File: config.mk
export PLATFORM = sky130hd
export DESIGN_NAME = key_debounce
export DESIGN_NICKNAME = d
export VERILOG_FILES = /design/src/rtl/key_pkg.sv /design/src/rtl/sync_2ff.sv /design/src/rtl/key_debounce.sv
export SDC_FILE = /design/constraint.sdc
export NUM_CORES = 1
export LEC_CHECK = 0
export ABC_AREA = 1
export ABC_CLOCK_PERIOD_IN_PS = 2480
export BUFFER_PORTS_ARGS = -buffer_cell sky130_fd_sc_hd__buf_4
export CORE_MARGIN = 5
export CORE_UTILIZATION = 35
export DETAILED_ROUTE_END_ITERATION = 6
export PLACE_DENSITY = 0.54
export SLEW_MARGIN = 20
export SYNTH_ARGS = -nofsm -noshare
export SYNTH_HDL_FRONTEND = slang
export SYNTH_SLANG_ARGS = --single-unit
File: constraint.sdc
create_clock -name clock -period 2.48 [get_ports clock]
set_input_delay 0.124 -clock clock [delete_from_list [all_inputs] [get_ports clock]]
set_output_delay 0.124 -clock clock [all_outputs]
set_load 0.05 [all_outputs]
File: src/rtl/key_pkg.sv
// Shared types and constants for the push-button debounce front end.
// Imported by key_debounce and by anything that talks to its outputs.
package key_pkg;

  typedef enum logic [1:0] {
    IDLE    = 2'd0,
    FILTER0 = 2'd1,
    DOWN    = 2'd2,
    FILTER1 = 2'd3
  } key_fsm_e;

  // Key input is active-low: a closed contact pulls the line to ground.
  localparam logic KEY_PRESSED = 1'b0;

  // Stability window: 20 ms at 50 MHz for silicon, short window for simulation.
  localparam int unsigned CNT_MAX_SILICON = 1000000;
  localparam int unsigned CNT_MAX_SIM     = 5;

  // Registered output bundle of the debouncer.
  typedef struct packed {
    logic press;
    logic rls;
    logic level;
  } key_evt_t;

  localparam key_evt_t EVT_RESET = '{press: 1'b0, rls: 1'b0, level: ~KEY_PRESSED};

endpackage

File: src/rtl/sync_2ff.sv
// Two-flop synchroniser for a single asynchronous input bit.
// INIT sets the value both flops take during reset.
module sync_2ff #(
  parameter logic INIT = 1'b1
) (
  input  logic clock,
  input  logic rst_n,
  input  logic d,
  output logic q
);

  logic meta;

  always_ff @(posedge clock or negedge rst_n) begin
    if (!rst_n) begin
      meta <= INIT;
      q    <= INIT;
    end else begin
      meta <= d;
      q    <= meta;
    end
  end

endmodule

File: src/rtl/key_debounce.sv
// Debounced push-button front end: synchronises an active-low key, filters
// bounce over CNT_MAX stable clocks and emits one-clock press/release pulses.
module key_debounce
  import key_pkg::*;
#(
  parameter int unsigned CNT_MAX = CNT_MAX_SILICON
) (
  input  logic clock,
  input  logic rst_n,
  input  logic key_in,
  output logic press_pulse,
  output logic release_pulse,
  output logic key_state
);

  localparam int unsigned CNT_W = $clog2(CNT_MAX);
  localparam logic [CNT_W-1:0] CNT_LAST = CNT_W'(CNT_MAX - 1);

  logic             key_s;
  key_fsm_e         state, state_n;
  logic [CNT_W-1:0] cnt, cnt_n;
  key_evt_t         evt, evt_n;

  sync_2ff #(
    .INIT (1'b1)
  ) u_sync (
    .clock (clock),
    .rst_n (rst_n),
    .d     (key_in),
    .q     (key_s)
  );

  // State, stability counter and output registers.
  always_ff @(posedge clock or negedge rst_n) begin
    if (!rst_n) begin
      state <= IDLE;
      cnt   <= '0;
      evt   <= EVT_RESET;
    end else begin
      state <= state_n;
      cnt   <= cnt_n;
      evt   <= evt_n;
    end
  end

  // Next state, counter and output values; pulses default low every clock.
  always_comb begin
    state_n   = state;
    cnt_n     = cnt;
    evt_n     = evt;
    evt_n.press = 1'b0;
    evt_n.rls   = 1'b0;

    case (state)
      IDLE: begin
        if (key_s == KEY_PRESSED) begin
          state_n = FILTER0;
          cnt_n   = '0;
        end
      end

      FILTER0: begin
        if (key_s != KEY_PRESSED) begin
          state_n = IDLE;
          cnt_n   = '0;
        end else if (cnt == CNT_LAST) begin
          state_n     = DOWN;
          cnt_n       = '0;
          evt_n.press = 1'b1;
          evt_n.level = KEY_PRESSED;
        end else begin
          cnt_n = cnt + CNT_W'(1);
        end
      end

      DOWN: begin
        if (key_s != KEY_PRESSED) begin
          state_n = FILTER1;
          cnt_n   = '0;
        end
      end

      FILTER1: begin
        if (key_s == KEY_PRESSED) begin
          state_n = DOWN;
          cnt_n   = '0;
        end else if (cnt == CNT_LAST) begin
          state_n     = IDLE;
          cnt_n       = '0;
          evt_n.rls   = 1'b1;
          evt_n.level = ~KEY_PRESSED;
        end else begin
          cnt_n = cnt + CNT_W'(1);
        end
      end

      default: begin
        state_n = IDLE;
        cnt_n   = '0;
      end
    endcase
  end

  assign press_pulse   = evt.press;
  assign release_pulse = evt.rls;
  assign key_state     = evt.level;

endmodule

==> metrics.txt <==
headroom to the max-slew limit=0.767; placed cell areas=about 1700 um^2; 1st-pass router iterations=4; clock tree from TritonCTS=built; Slew Viols, Final=0; most common cell after layout, fill and taps aside=nand2_1; Fmax achieved=~0.61 GHz; Reg area=about 680 um^2; CTS Root Cell=clkbuf_8; share of cells above drive strength 1=0.101; Area Overhead vs Synth=9.11%; Worst EP required=2.65 ns; CTS resizes=0; Reg clk slew, reported paths=roughly 0.090 ns; R2R cell count=8; Unique masters post-synth=24; worst reg2reg endpoint=cnt[5]; area of the multi-input gates=812 um^2; # fillers=between 400 and 500; Final HPWL DP=2.71 mm; IO buf count=5; # hold bufs at CTS=2; H-tree levels=1; WL per Instance=approximately 12 um; RSZ-0062 raised after global routing=false; grt ovf=0; Pleak=0.808 nW; largest net degree at the start of global routing=28; Inserted Clock Buffers=3; Final Hold Viols=0; Post-Route WL=~3.6 mm; Final Cycle Share=0.663; cell chain of the critical path=ha_1 > nand3_1 > nor2_4 > nand3_2 > nand2_2 > nand2_4 > inv_2 > nor2_1; # IOs=6; status=completed; Worst Hold Class=in2async; CP peak stage delay=roughly 0.42 ns; r2r setup slk=around 0.83 ns; # rows=24; initial antenna violation count=0; syn_area_per_cell=7.08 um^2; via count=~1,400; Warnings, synthesis=0; Max clock buf depth=2; DRC viols=0; max-cap violations=0; setup TNS=0 ns; core box area=4410 um^2; Final Cell Area=between 1500 and 2000 um^2; Critical-path top delay cell=dfrtp_1; gpl congestion=0.846; worst setup path endpoint=cnt[5]; Die H=approximately 78 um; Post-synth EDFFs=0; pwr dens=424 nW/um^2; vias in the first global route=1,355; dominant synthesized flop cell=dfrtp_1; Setup CP Type=reg2reg; Post-Route Skew=0.00168 ns; Final Util=0.401; synthesized area=approximately 1600 um^2; routed vias/inst=4.90; postcts setup bufs=0; die area=6090 um^2; Final Power=approximately 0.75 mW; Crit. End Element=flip-flop; most frequent cells in the layout=nand2_1 (68), nor2_1 (38), inv_1 (26); clock latency at the later pin of the worst-skew pair=0.27 ns; Reg2Reg Launch Point=cnt[0]; starting density of the core=0.367; CP startpoint=cnt[0]; Die X=78.0 um; CP startpoint kind=flip-flop; Syn Nets=between 200 and 250; Final Critical Period=approximately 1.6 ns; Max VDD drop=roughly 0.2 mV; ant diodes=0; Yosys reg bits=27; Syn Inst Count=229; Setup violations, final=0; Seq/Total Area, Yosys=0.419; Global Route Usage Sum=0.128; number of DRC markers in iteration 0=101; async set-or-reset flop fraction in the synthesized netlist=1.00; final net count=243; first-pass GRT wire length=6.27 mm; Antenna Violating Nets Remaining=0; actual slew at the worst max-slew pin=0.350 ns; CP Max Fanout=10; CTS Sinks=27; CP arrival=between 1.5 and 2 ns
## registers in the layout, indices dropped and copies added, names as in the netlist, named ones only
register       count
u_sync.q           1
release_pulse      1
u_sync.meta        1
press_pulse        1
cnt               20
key_state          1
state              1
## through the flow
step,hold WS (ns),std cells,setup slack (ns)
after floorplan,-0.172,229,1.05
after global placement,0.0630,284,0.882
after detailed placement,0.0662,284,0.823
after CTS,0.306,290,0.816
after global routing,0.333,290,0.679
final,0.298,290,0.835
## how the worst min path moves through the flow
stage                endpoint  startpoint  cells past startpoint
finish                 cnt[4]       rst_n                      2
global route           cnt[4]       rst_n                      2
CTS                    cnt[4]       rst_n                      2
detailed placement     cnt[4]       rst_n                      1
global placement       cnt[3]       rst_n                      1
floorplan           async pin       rst_n                      0
## power by group
part	switching (mW)	internal, mW	leakage (nW)
registers	0.00674	0.447	0.363
logic	0.0314	0.0133	0.422
clock network	0.136	0.115	0.0228
total	0.174	0.575	0.808
## worst max-delay path, delay by kind of cell (launching register included)
family                     cells  cell delay [ns]
and+or+nand+nor                6             0.82
DFF                            1             0.42
buffers and inverters          1             0.09
adders and majority gates      1             0.23
## cell families after synthesis
logic type                 after synthesis  share of synthesized area
DFF                                     27                      0.419
buffers and inverters                   31                     0.0795
AOI/OAI and AO/OA                       14                     0.0502
and+or+nand+nor                        150                      0.410
muxes                                    1                    0.00618
xor gates and xnor gates                 5                     0.0270
adders and majority gates                1                    0.00772
## area by class of cell
cell class	count	share of cell area
repair buffers	7	0.0326
flip-flops and latches	27	0.384
multi-input cells	171	0.459
well taps	52	0.0368
inverters	29	0.0616
clock buffers	4	0.0255
## Yosys cell counts, types with 2 or more instances
cell | instances | area (um^2)
dfstp_2 | 3 | 78.8
a21oi_1 | 4 | 20.0
xor2_1 | 5 | 43.8
inv_1 | 26 | 97.6
o22ai_1 | 3 | 18.8
inv_2 | 3 | 11.3
o21ai_0 | 4 | 20.0
nor2_4 | 2 | 22.5
dfrtp_1 | 24 | 601
o21bai_1 | 2 | 15.0
nand2_2 | 3 | 18.8
nand4_1 | 8 | 50.1
nand2_1 | 68 | 255
nor2_2 | 2 | 12.5
nand2_4 | 2 | 22.5
nor2_1 | 38 | 143
nor3_1 | 2 | 10.0
nand3_1 | 24 | 120
## metal layers
layer | routed length (um) | track usage
met1 | 1860 | 0.184
met2 | 1550 | 0.186
met3 | 80 | 0.0217
met4 | 80 | 0.0608
met5 | 0 | 0
(Power assumes the default switching activity.)
